File: config.mk
export PLATFORM = sky130hd
export DESIGN_NAME = instr_encoder
export DESIGN_NICKNAME = d
export VERILOG_FILES = /design/src/rtl/instr_enc_pkg.sv /design/src/rtl/instr_enc_fifo.sv /design/src/rtl/instr_encoder.sv
export SDC_FILE = /design/constraint.sdc
export NUM_CORES = 1
export LEC_CHECK = 0
export CAP_MARGIN = 20
export CELL_PAD_IN_SITES_DETAIL_PLACEMENT = 0
export CELL_PAD_IN_SITES_GLOBAL_PLACEMENT = 2
export CORE_AREA = 2 2 170 172
export DETAILED_ROUTE_END_ITERATION = 10
export DIE_AREA = 0 0 172 174
export PLACE_DENSITY = 0.82
export SETUP_SLACK_MARGIN = 0.05
export SLEW_MARGIN = 10
export SYNTH_ARGS = -nofsm -noshare
export SYNTH_HDL_FRONTEND = slang
export SYNTH_HIERARCHICAL = 1
export SYNTH_SLANG_ARGS = --single-unit
export TNS_END_PERCENT = 100
File: constraint.sdc
create_clock -name clk -period 2.9 [get_ports clk]
set_clock_uncertainty 0.1 [all_clocks]
set_input_delay 0.29 -clock clk [delete_from_list [all_inputs] [get_ports clk]]
set_output_delay 0.29 -clock clk [all_outputs]
set_load 0.03 [all_outputs]
File: src/rtl/instr_enc_pkg.sv
// Shared types and constants for the RV64 load/store/branch instruction
// encoder: request kinds, rejection codes, major opcodes and the signed
// immediate range helper.
package instr_enc_pkg;

    typedef enum logic [1:0] {
        KIND_LD  = 2'd0,
        KIND_SD  = 2'd1,
        KIND_BR  = 2'd2,
        KIND_RSV = 2'd3
    } enc_kind_t;

    typedef enum logic [1:0] {
        ERR_NONE  = 2'd0,
        ERR_RANGE = 2'd1,
        ERR_ODD   = 2'd2,
        ERR_KIND  = 2'd3
    } err_code_t;

    localparam logic [6:0] OPC_LOAD   = 7'b0000011;
    localparam logic [6:0] OPC_STORE  = 7'b0100011;
    localparam logic [6:0] OPC_BRANCH = 7'b1100011;

    // True when imm is representable as a 'bits'-wide two's complement
    // value, i.e. every bit from bits-1 upward equals the sign bit.
    function automatic logic fits_signed(input logic [63:0] imm, input int bits);
        logic ok;
        ok = 1'b1;
        for (int i = 0; i < 64; i++) begin
            if (i >= bits - 1 && imm[i] != imm[63]) ok = 1'b0;
        end
        return ok;
    endfunction

endpackage

File: src/rtl/instr_enc_fifo.sv
// Show-ahead FIFO, DEPTH x W, for encoded instruction words.
// Ports: clk, reset (async, active-high), push/din (write), pop (consumer
// ready), dout (head, or last popped word while empty), valid (non-empty),
// count (occupancy, $clog2(DEPTH)+1 bits).
// A push while full is accepted only when a pop happens in the same cycle.
module instr_enc_fifo #(
    parameter int DEPTH = 4,
    parameter int W     = 32
) (
    input  logic                     clk,
    input  logic                     reset,
    input  logic                     push,
    input  logic [W-1:0]             din,
    input  logic                     pop,
    output logic [W-1:0]             dout,
    output logic                     valid,
    output logic [$clog2(DEPTH):0]   count
);

    localparam int AW = $clog2(DEPTH);
    localparam logic [AW:0] FULL = (AW+1)'(DEPTH);

    logic [W-1:0]  mem [DEPTH];
    logic [AW-1:0] wr_ptr;
    logic [AW-1:0] rd_ptr;
    logic [AW:0]   cnt;
    logic [W-1:0]  last_q;
    logic          do_push;
    logic          do_pop;

    assign do_pop  = pop && (cnt != '0);
    assign do_push = push && ((cnt < FULL) || do_pop);

    // NOTE: storage is deliberately left out of reset; cnt guards every read,
    // so stale contents are never presented as valid data.
    always_ff @(posedge clk) begin
        if (do_push) mem[wr_ptr] <= din;
    end

    // NOTE: all state updates use non-blocking assignments so every register
    // samples values from before the edge, independent of statement order.
    always_ff @(posedge clk or posedge reset) begin
        if (reset) begin
            wr_ptr <= '0;
            rd_ptr <= '0;
            cnt    <= '0;
            last_q <= '0;
        end else begin
            if (do_push) wr_ptr <= wr_ptr + 1'b1;
            if (do_pop) begin
                rd_ptr <= rd_ptr + 1'b1;
                last_q <= mem[rd_ptr];
            end
            case ({do_push, do_pop})
                2'b10:   cnt <= cnt + 1'b1;
                2'b01:   cnt <= cnt - 1'b1;
                default: cnt <= cnt;
            endcase
        end
    end

    assign valid = (cnt != '0);
    // While empty the output keeps showing the most recently popped word.
    assign dout  = valid ? mem[rd_ptr] : last_q;
    assign count = cnt;

endmodule

File: src/rtl/instr_encoder.sv
// Packs decoded fields into a 32-bit RV64 load (I), store (S) or branch (B)
// instruction word, buffered through one register stage (S1) and an output
// show-ahead FIFO with valid/ready handshakes on both sides.
// Ports: clk, reset (async, active-high); request in_valid/in_ready with
// in_kind, in_rd, in_rs1, in_rs2, in_funct3, in_imm; result out_valid/
// out_ready/out_instr; err_valid/err_code pulse for rejected requests;
// acc_cnt/rej_cnt wrapping counters.
// Optional build macro INSTR_ENC_ROUNDTRIP_CHECK_EN adds the rt_mismatch
// output and a checker that re-extends each encoded word and compares it
// with the original immediate.
module instr_encoder
    import instr_enc_pkg::*;
#(
    parameter int DEPTH = 4,
    parameter int CNT_W = 16
) (
    input  logic              clk,
    input  logic              reset,
    input  logic              in_valid,
    output logic              in_ready,
    input  logic [1:0]        in_kind,
    input  logic [4:0]        in_rd,
    input  logic [4:0]        in_rs1,
    input  logic [4:0]        in_rs2,
    input  logic [2:0]        in_funct3,
    input  logic [63:0]       in_imm,
    output logic              out_valid,
    input  logic              out_ready,
    output logic [31:0]       out_instr,
    output logic              err_valid,
    output logic [1:0]        err_code,
    output logic [CNT_W-1:0]  acc_cnt,
    output logic [CNT_W-1:0]  rej_cnt
`ifdef INSTR_ENC_ROUNDTRIP_CHECK_EN
   ,output logic              rt_mismatch
`endif
);

    localparam int CW = $clog2(DEPTH) + 1;
    localparam logic [CW-1:0] FULL = CW'(DEPTH);

    enc_kind_t     kind;
    logic [31:0]   enc_word;
    err_code_t     enc_code;
    logic          s1_valid;
    logic [31:0]   s1_word;
    err_code_t     s1_code;
    logic          s1_err;
    logic [CW-1:0] fifo_count;
    logic          fifo_push_ok;
    logic          s1_leaves;
    logic          accept;
    logic          push;

    assign kind = enc_kind_t'(in_kind);

    // NOTE: every output of this block gets a default first so no path
    // leaves a value unassigned, which would otherwise infer a latch.
    always_comb begin
        enc_word = '0;
        enc_code = ERR_NONE;
        case (kind)
            KIND_LD: enc_word = {in_imm[11:0], in_rs1, in_funct3, in_rd, OPC_LOAD};
            KIND_SD: enc_word = {in_imm[11:5], in_rs2, in_rs1, in_funct3,
                                 in_imm[4:0], OPC_STORE};
            KIND_BR: enc_word = {in_imm[12], in_imm[10:5], in_rs2, in_rs1, in_funct3,
                                 in_imm[4:1], in_imm[11], OPC_BRANCH};
            default: enc_word = '0;
        endcase
        // Checks in priority order: bad kind, then odd branch target, then range.
        if (kind == KIND_RSV)
            enc_code = ERR_KIND;
        else if (kind == KIND_BR && in_imm[0])
            enc_code = ERR_ODD;
        else if (kind == KIND_BR ? !fits_signed(in_imm, 13) : !fits_signed(in_imm, 12))
            enc_code = ERR_RANGE;
    end

    // A rejected entry always leaves S1 after one cycle; a good one leaves
    // when the FIFO has room, counting a same-cycle pop as room.
    assign s1_err       = (s1_code != ERR_NONE);
    assign fifo_push_ok = (fifo_count < FULL) || (out_valid && out_ready);
    assign s1_leaves    = s1_err || fifo_push_ok;
    assign in_ready     = !s1_valid || s1_leaves;
    assign accept       = in_valid && in_ready;
    assign push         = s1_valid && !s1_err && fifo_push_ok;

    assign err_valid = s1_valid && s1_err;
    assign err_code  = err_valid ? s1_code : ERR_NONE;

    always_ff @(posedge clk or posedge reset) begin
        if (reset) begin
            s1_valid <= 1'b0;
            s1_word  <= '0;
            s1_code  <= ERR_NONE;
        end else if (accept) begin
            s1_valid <= 1'b1;
            s1_word  <= enc_word;
            s1_code  <= enc_code;
        end else if (s1_valid && s1_leaves) begin
            s1_valid <= 1'b0;
        end
    end

    always_ff @(posedge clk or posedge reset) begin
        if (reset) begin
            acc_cnt <= '0;
            rej_cnt <= '0;
        end else begin
            if (push)      acc_cnt <= acc_cnt + 1'b1;
            if (err_valid) rej_cnt <= rej_cnt + 1'b1;
        end
    end

    instr_enc_fifo #(
        .DEPTH (DEPTH),
        .W     (32)
    ) u_fifo (
        .clk   (clk),
        .reset (reset),
        .push  (push),
        .din   (s1_word),
        .pop   (out_ready),
        .dout  (out_instr),
        .valid (out_valid),
        .count (fifo_count)
    );

`ifdef INSTR_ENC_ROUNDTRIP_CHECK_EN
    enc_kind_t   s1_kind;
    logic [63:0] s1_imm;
    logic [63:0] rt_imm;
    logic        rt_ok;

    always_ff @(posedge clk or posedge reset) begin
        if (reset) begin
            s1_kind <= KIND_LD;
            s1_imm  <= '0;
        end else if (accept) begin
            s1_kind <= kind;
            s1_imm  <= in_imm;
        end
    end

    // Sign-extend the immediate back out of the word exactly as a decoder would.
    always_comb begin
        rt_imm = '0;
        case (s1_kind)
            KIND_LD: rt_imm = {{52{s1_word[31]}}, s1_word[31:20]};
            KIND_SD: rt_imm = {{52{s1_word[31]}}, s1_word[31:25], s1_word[11:7]};
            KIND_BR: rt_imm = {{51{s1_word[31]}}, s1_word[31], s1_word[7],
                               s1_word[30:25], s1_word[11:8], 1'b0};
            default: rt_imm = s1_imm;
        endcase
    end

    assign rt_ok = (rt_imm == s1_imm);

    always_ff @(posedge clk or posedge reset) begin
        if (reset)
            rt_mismatch <= 1'b0;
        else if (s1_valid && !s1_err && !rt_ok)
            rt_mismatch <= 1'b1;
    end

    always_ff @(posedge clk) begin
        if (!reset && s1_valid && !s1_err)
            assert (rt_ok) else $error("instr_encoder round-trip: word %h imm %h", s1_word, s1_imm);
    end
`endif

endmodule

-- Word level (Yosys, flattened, before mapping)
Memories as Yosys holds them, arrays and structs flattened.
Cells that the tools add are included.
- flip-flop bits (word level): 106
- RAM bits: 128
- bits of input ports: 88
- output and inout bits: 69
- logic and storage cells: 213
- memories: 1
- memory list (name ; words ; width ; read ports ; clocked after Yosys merged registers in ; write ports ; RTL line ; text):
    u_fifo.mem ; 4 ; 32 ; 1 ; 0 ; 1 ; instr_enc_fifo.sv:23 ; logic [W-1:0] mem [DEPTH];
- $add $sub $neg: 6
- $lt $le $gt $ge: 1
- equal/unequal tests: 57
- multiplexer cells: 119
- reductions and logical operators: 20
- operators by type and width (cell ; number):
    $mux W1 ; 113
    $pmux W32 S3 ; 1
    $ne A1 B1 Y1 ; 52
    $add A16 B1 Y16 const B ; 2
    $mux W32 ; 1
    $logic_and A1 B1 Y1 ; 8
    $eq A2 B2 Y1 const B ; 3
    $mux W2 ; 3
    $pmux W3 S2 ; 1
    $reduce_bool A2 Y1 ; 3
    $add A2 B1 Y2 const B ; 2
    $eq A2 B1 Y1 const B ; 2
    $logic_not A1 Y1 ; 4
    $add A3 B1 Y3 const B ; 1
    $logic_or A1 B1 Y1 ; 3
    $lt A3 B3 Y1 const B ; 1
    $reduce_bool A3 Y1 ; 1
    $sub A3 B1 Y3 const B ; 1
    $logic_not A2 Y1 ; 1

-- Logic depth before layout (Yosys ltp)
Gate-level depths: netlist of run 1.
- depth in word-level cells: 60
- mapped depth: 14
- mapped depth without buffers: 12

-- Cells and area by module
The synthesis of run 1 kept the hierarchy.
- modules (own cells, without submodules) (module ; times used ; cells each ; area an instance (sq um) ; seq. area each (sq um)):
    instr_enc_fifo ; 1 ; 309 ; 6641.4 ; 4819.6
    instr_encoder ; 1 ; 290 ; 3059.2 ; 1576.5

-- Worst setup path before layout of run 1
No wires, ideal clock.
- kind: reg2reg
- start point: reg u_fifo.cnt[0] (netlist: u_fifo/count[0])
- end point: mem u_fifo.mem[0][0], enable pin
- library setup time: 392 ps
- arrival time: 2439 ps
- data required time: 2408 ps
- path slack: -31 ps
- cell stages (with the launch flop): 9
- path buffers: 2
- period minus slack after synthesis: 2931 ps
- cell sequence: dfrtp_1 -> inv_1 -> nand3_1 -> buf_2 -> a21boi_0 -> nor2b_1 -> buf_2 -> o21a_1 -> and2_1
- word-level cells in the longest chain between the ends: 7
- elaborated cells between the ends (all ways): 8
- classes of those cells: order compare: 1; mux: 2; reduce/logical: 5
- ends and longest elaborated chain (element ; RTL line ; text):
    start, declared ; instr_enc_fifo.sv:26 ; logic [AW:0] cnt;
    start signal, assigned ; instr_enc_fifo.sv:55 ; 2'b10: cnt <= cnt + 1'b1;
    start signal, assigned ; instr_enc_fifo.sv:56 ; 2'b01: cnt <= cnt - 1'b1;
    start signal, assigned ; instr_enc_fifo.sv:57 ; default: cnt <= cnt;
    $reduce_bool A3 Y1 ; instr_enc_fifo.sv:62 ; assign valid = (cnt != '0);
    net out_valid ; instr_encoder.sv:27 ; output logic out_valid,
    $logic_and A1 B1 Y1 ; instr_encoder.sv:82 ; assign fifo_push_ok = (fifo_count < FULL) || (out_valid && out_ready);
    $logic_or A1 B1 Y1 ; instr_encoder.sv:82 ;
    $logic_and A1 B1 Y1 ; instr_encoder.sv:86 ; assign push = s1_valid && !s1_err && fifo_push_ok;
    net push ; instr_encoder.sv:53 ; logic push;
    $logic_and A1 B1 Y1 ; instr_enc_fifo.sv:32 ; assign do_push = push && ((cnt < FULL) || do_pop);
    $mux W1 ; instr_enc_fifo.sv:37 ; if (do_push) mem[wr_ptr] <= din;
    $mux W1 (implied by the code) ; instr_enc_fifo.sv:37 ;
    end, declared ; instr_enc_fifo.sv:23 ;
The timed path passes the listed nets, and every way through them passes these cells.

-- Final worst setup path of run 1
- start point: reg u_fifo.rd_ptr[0]
- end point: out out_instr[6]
- word-level cells in the longest chain between the ends: 2
- ends and longest elaborated chain (element ; RTL line ; text):
    start, declared ; instr_enc_fifo.sv:25 ; logic [AW-1:0] rd_ptr;
    start signal, assigned ; instr_enc_fifo.sv:51 ; rd_ptr <= rd_ptr + 1'b1;
    $mem_v2 Z4 W32 ; -- ;
    $mux W32 ; instr_enc_fifo.sv:64 ; assign dout = valid ? mem[rd_ptr] : last_q;
    end, declared ; instr_encoder.sv:29 ; output logic [31:0] out_instr,
Every way passes these cells.

==> summary.md, run 1 <==
| Metric | Value |
|---|---|
| CP startpoint kind | `flip-flop` |
| DR WL/cell | `17.4 microns` |
| LEAKAGE | `4.81 nW` |
| Fillers | `2,547` |
| Num Clock Sinks | `230` |
| Detailed Routing Iterations Pass 1 | `4` |
| Placer Congestion | `0.719` |
| Crit-path max cell delay | `0.58 ns` |
| PD cells | `880 mW/mm^2` |
| Worst Setup SP | `u_fifo/rd_ptr[0]` |
| Synth area leaders | `edfxtp_1, dfrtp_1, mux2_2, mux4_2, xnor2_1` |
| Critical Path AT | `2.38 ns` |
| Die height | `174 microns` |
| First-pass GRT wire length | `33,000 microns` |
| Cell family with the largest share of critical-path delay | `multiplexers` |
| Top-count cell post-synth | `edfxtp_1` |
| Warnings from Yosys | `6` |
| Post-Syn Area | `0.00970 sq mm` |
| Starting Density | `34.4%` |
| Cts hold-fix bufs | `0` |
| GRT Total Usage | `14.2%` |
| Slowest-stage cell, CP | `mux4_2` |
| Initial antenna violation count | `0` |
| Diode count | `0` |
| IO Port Bufs | `156` |
| Clock Latency Late Sink | `0.51 ns` |
| Max-cap violations | `0` |
| CP required | `2.51 ns` |
| Via count | `5,658` |
| Layout cells sized above 1 | `24.7%` |
| Crit share post-route | `95.4%` |
| Synth top cells by count | `edfxtp_1, dfrtp_1, mux2_2, nand2_1, mux4_2` |
| Inserted Clock Buffers | `24` |
| Setup violators final | `0` |
| Final hold viol count | `0` |
| Clock transition at path regs | `0.06 ns` |
| WP buf/inv | `3` |
| Vias in the first global route | `5,901` |
| Library cells used by synthesis | `52` |
| Root Buffer | `clkbuf_16` |
| Syn Inst Count | `599` |
| Syn Area/Cell | `16.2 sq um` |
| CTS tree | `built` |
| Fmax | `362 MHz` |
| Die Area | `0.0299 sq mm` |
| Area Growth Syn to Fin | `30.4%` |
| Worst-path cell chain | `buf_4 > buf_4 > mux4_2 > mux2_2 > buf_4` |
| Worst-Margin Slew | `1.04 ns` |
| Worst setup path class | `reg -> out` |
| Die X | `172 microns` |
| Total congestion overflow | `0` |
| Io pins | `157` |
| DRC viols | `0` |
| Final slew viol count | `0` |
| Yosys top cell area share | `39.6%` |
| Worst slew margin | `30.0%` |
| DPL Wire Length | `14,400 microns` |
| Vias/cell | `4.73` |
| Final min period | `2.77 ns` |
| CORE AREA | `0.0282 sq mm` |
| Status | `completed` |
| CP max FO | `10` |
| Clk buf depth | `3` |
| EDFF count, synth | `128` |
| Largest net degree at the start of global routing | `46` |
| Final setup TNS | `0 ns` |
| Reg2Reg Launch Point | `u_fifo/count[0]` |
| Leading area contributor after synthesis | `edfxtp_1` |
| Post-synthesis register bit count | `230` |
| Top_reg_cell synth | `edfxtp_1` |
| CTS H-tree lvls | `1` |
| Most common cell on crit path | `buf_4` |
| Nets | `893` |
| Register area share after synthesis | `65.9%` |
| Asr flop ratio synth | `44.3%` |
| Hold Path Class | `in -> async` |
| Post-Route WL | `20,800 microns` |
| RSZ-0062 raised after global routing | `no` |
| 1st-iter DRT viols | `217` |
| Max IR drop VDD | `462 uV` |
| Number of core rows | `62` |
| Final ANT Viol Nets | `0` |
| Critical Path Sink Type | `primary output` |
| Hold_ws | `0.0499 ns` |
==> power by group <==
group | total (mW) | switching, mW | internal (mW)
clock network | 3.21 | 1.23 | 1.99
registers | 4.20 | 0.299 | 3.90
logic | 3.71 | 1.93 | 1.78
total | 11.1 | 3.46 | 7.67
==> layout make-up <==
class,instances,area (sq um),area share [%]
clock inverter,12,169,1.34
timing repair buffer,185,1760,13.9
sequential,230,6400,50.6
tap,384,480,3.80
multi-input combinational,338,3110,24.6
inverter,14,52.6,0.416
clock buffer,32,672,5.31
==> what timing repair did <==
item                                   4_1_cts  5_1_grt
buffers inserted                             4        0
endpoints found under the hold margin        0        0
resized for setup                           13        2
setup endpoints to repair                   31        3
==> stage by stage <==
stage / util, % / area [sq um] / instances / setup slack [ns] / power, mW
final: 44.8 / 12600 / 1195 / 0.134 / 11.1
after global routing: 44.8 / 12600 / 1195 / 0.0548 / 11.7
after CTS: 44.8 / 12600 / 1195 / 0.0640 / 11.3
after detailed placement: 41.6 / 11800 / 1147 / 0.250 / 8.03
after global placement: 41.6 / 11800 / 1147 / 0.318 / 8.00
after floorplan: - / 9750 / 610 / 0.144 / 6.81
==> placed cells by master (no fill, tap or decap), types with 4 or more instances in the layout <==
cell             Yosys  final
nor2_1              14     14
nand2_1             32     31
a31oi_1              4      4
nand4_1             15     15
mux4_1               4      4
and3_1               5      5
dfrtp_1            102    101
dlygate4sd2_1        0     10
bufinv_16            0      4
a22o_1              14     14
o31ai_1             10     10
a22oi_1              9      9
nand3_1             14     13
xnor2_1             24     24
clkbuf_16            0     25
clkdlybuf4s50_1      0    123
xor2_1              13     13
nor4_1              10     10
edfxtp_1           128    128
ha_1                11     11
nor2b_1              4      4
and2_2               0      4
buf_4                0     46
mux2_2              69     69
mux4_2              28     28
conb_1               1     12
inv_1               14     12
clkbuf_1             4      5
nor3_1              12     12
==> cells by family after synthesis <==
family,after synthesis,share of synthesized area [%]
flops,230,65.9
fa+ha+maj,12,1.63
buf+inv,42,2.58
mux,102,15.7
other cells,1,0.0387
simple gates,125,6.85
compound gates,50,3.93
xor+xnor,37,3.34
==> flip-flops by register name, summed over array words and instances (netlist names) <==
register,flops
u_fifo/last_q,32
u_fifo/rd_ptr,2
s1_valid,1
u_fifo/mem,128
s1_word,28
s1_code,2
u_fifo/count,3
acc_cnt,16
u_fifo/wr_ptr,2
rej_cnt,16
==> routing by layer <==
layer / global-route usage, % / vias to the layer above / share of wire [%]
met1: 19.0 / 2806 / 44
li1: - / 2676 / -
met5: 0 / - / 0
met2: 23.5 / 150 / 48
met4: 3.33 / 0 / 1.4
met3: 3.39 / 26 / 6.9
==> final timing paths <==
| check | slack (ns) | endpoint | cells after the start |
|---|---|---|---|
| hold / removal | 0.05 | u_fifo/count[0] | 2 |
| setup reg to reg | 0.31 | u_fifo/count[2] | 12 |
| max in group asynchronous | 1.87 | acc_cnt[2] | 3 |
| min in group clk | 0.30 | s1_word[26] | 2 |
| setup / recovery | 0.13 | out_instr[6] | 5 |
| hold reg to reg | 0.38 | rej_cnt[15] | 1 |
Power figures use the tool's default switching activity.
==> run 2: changes to the inputs <==
--- a/config.mk
+++ b/config.mk
@@ -12,6 +12,7 @@
 export DETAILED_ROUTE_END_ITERATION = 10
 export DIE_AREA = 0 0 172 174
 export PLACE_DENSITY = 0.82
+export REMOVE_ABC_BUFFERS = 1
 export SETUP_SLACK_MARGIN = 0.05
 export SLEW_MARGIN = 10
 export SYNTH_ARGS = -nofsm -noshare
==> summary.md, run 2 (synthesis results as in run 1) <==
| Metric | Value |
|---|---|
| Status | `finished with violations` |
| Failing checks | `negative hold slack` |
| Die X | `172 microns (unchanged)` |
| DP Area | `0.0118 sq mm (+0.34%)` |
| Placer Congestion | `0.775 (+7.8%)` |
| RSZ-0062 raised after global routing | `no` |
| Max-cap violations | `0 (unchanged)` |
| Vias/cell | `4.76 (+0.43%)` |
| CP required | `2.51 ns (about the same)` |
| Starting Density | `34.4% (unchanged)` |
| Inserted Clock Buffers | `25 (+4.2%)` |
| Hold Path Class | `in -> async` |
| IO Port Bufs | `156 (unchanged)` |
| Clock transition at path regs | `0.06 ns (about the same)` |
| Final WS setup | `0.173 ns (+0.0386 ns)` |
| Post-Route WL | `20,300 microns (-2.4%)` |
| Worst setup path class | `reg -> out` |
| Final ANT Viol Nets | `0 (unchanged)` |
| CTS tree | `built` |
| CTS H-tree lvls | `1 (unchanged)` |
| Top reg by flops | `u_fifo/mem` |
| DR WL/cell | `17.1 microns (-2.1%)` |
| Via count | `5,668 (+0.18%)` |
| Final hold viol count | `1 (+1)` |
| Number of core rows | `62 (unchanged)` |
| Worst-Margin Slew | `1.06 ns (+0.0121 ns)` |
| Detailed Routing Iterations Pass 1 | `4 (unchanged)` |
| Vias in the first global route | `5,706 (-3.3%)` |
| Die height | `174 microns (unchanged)` |
| Crit share post-route | `94.0% (-1.3 points)` |
| First-pass GRT wire length | `31,800 microns (-3.6%)` |
| 1st-iter DRT viols | `253 (+17%)` |
| DPL Wire Length | `13,900 microns (-3.6%)` |
| Area Growth Syn to Fin | `30.5% (about the same)` |
| Total congestion overflow | `0 (unchanged)` |
| DRC viols | `0 (unchanged)` |
| CP max FO | `10 (unchanged)` |
| Clock Latency Late Sink | `0.53 ns (+0.02 ns)` |
| Final Non-Filler Cells | `1,192 (-0.25%)` |
| GRT Total Usage | `13.7% (-0.48 points)` |
| Fin area | `0.0127 sq mm (about the same)` |
| Largest net degree at the start of global routing | `47 (+2.2%)` |
| Max IR drop VDD | `504 uV (+9.2%)` |
| Die Area | `0.0299 sq mm (unchanged)` |
| Layout cells sized above 1 | `23.5% (-1.1 points)` |
| Commonest non-fill, non-tap cells in the layout | `edfxtp_1, clkdlybuf4s50_1, dfrtp_1, mux2_2, buf_4` |
| Final Util | `44.8% (about the same)` |
| Setup violators final | `0 (unchanged)` |
| Commonest non-fill, non-tap cell in the layout | `edfxtp_1` |
| Root Buffer | `clkbuf_16` |
| LEAKAGE | `4.81 nW (about the same)` |
| Num Clock Sinks | `230 (unchanged)` |
| CP startpoint kind | `flip-flop` |
| Final slew viol count | `0 (unchanged)` |
| Fmax | `367 MHz (+1.4%)` |
| Critical Path Sink Type | `primary output` |
| Nets | `889 (-0.45%)` |
| Diode count | `0 (unchanged)` |
| Hold_ws | `-0.000529 ns (-0.0504 ns)` |
| Largest registers | `u_fifo/mem: 128 flops, u_fifo/last_q: 32 flops, s1_word: 28 flops` |
| Tot Pwr | `11.1 mW (-0.23%)` |
| PD cells | `877 mW/mm^2 (-0.29%)` |
| Io pins | `157 (unchanged)` |
| Critical Path AT | `2.34 ns (-0.04 ns)` |
| Clk buf depth | `3 (unchanged)` |
| Fillers | `2,579 (+1.3%)` |
| Final min period | `2.73 ns (-0.0386 ns)` |
| Max reg flops | `128 (unchanged)` |
| Initial antenna violation count | `0 (unchanged)` |
| Placed cells | `1,142 (-0.44%)` |
| Worst slew margin | `29.2% (-0.81 points)` |
| Place WS | `0.145 ns (-0.105 ns)` |
| CORE AREA | `0.0282 sq mm (unchanged)` |
## run 2: path summary, 6_finish.rpt
kind | start | end | slack, ns | depth (start not counted)
setup / recovery | u_fifo/rd_ptr[0] | out_instr[31] | 0.17 | 5
hold / removal | reset | u_fifo/last_q[14] | -0.0005 | 2
setup reg to reg | u_fifo/count[2] | u_fifo/count[2] | 0.48 | 12
hold reg to reg | acc_cnt[15] | acc_cnt[15] | 0.38 | 1
max in group asynchronous | reset | u_fifo/rd_ptr[1] | 1.99 | 3
min in group clk | in_rs1[4] | s1_word[19] | 0.31 | 2
## run 2: stage by stage
step           hold WS (ns)  setup TNS [ns]
2_1_floorplan         0.298         -137.03
3_3_place_gp          0.359               0
3_5_place_dp          0.367               0
4_1_cts             0.00312               0
5_1_grt              0.0277               0
6_report          -0.000529               0
## run 2: critical path: stages, from the launching register on
cell     delay (ns)
dfrtp_2        0.43
buf_4          0.14
buf_6          0.17
mux4_1         0.60
mux2_2         0.29
buf_4          0.17
## run 2: metal layers
metal  wire length, microns  track usage [%]  up-vias
li1                       -                -     2672
met2                  10000             23.6      178
met4                    418             3.12        0
met3                   1570             3.92       32
met1                   8300             17.1     2786
met5                      0                0        -
## run 2: area by class of cell
class,count,area (sq um),share of cell area [%]
tap,384,480,3.80
clock buffer,30,644,5.09
sequential,230,6400,50.6
clock inverter,16,196,1.55
timing repair buffer,180,1770,14.0
inverter,14,52.6,0.415
multi-input combinational,338,3110,24.6
## run 2: power by group
part / switching (mW) / total [mW] / internal (mW)
clock: 1.28 / 3.23 / 1.95
sequential: 0.307 / 4.21 / 3.90
combinational: 1.88 / 3.66 / 1.78
total: 3.47 / 11.1 / 7.63
## run 2: timing repair
item                       in CTS  in global routing
hold buffers                    0                  0
gates resized for setup        17                  1
cloned                          0                  0
setup buffers                   4                  0
setup endpoints to repair      18                  3
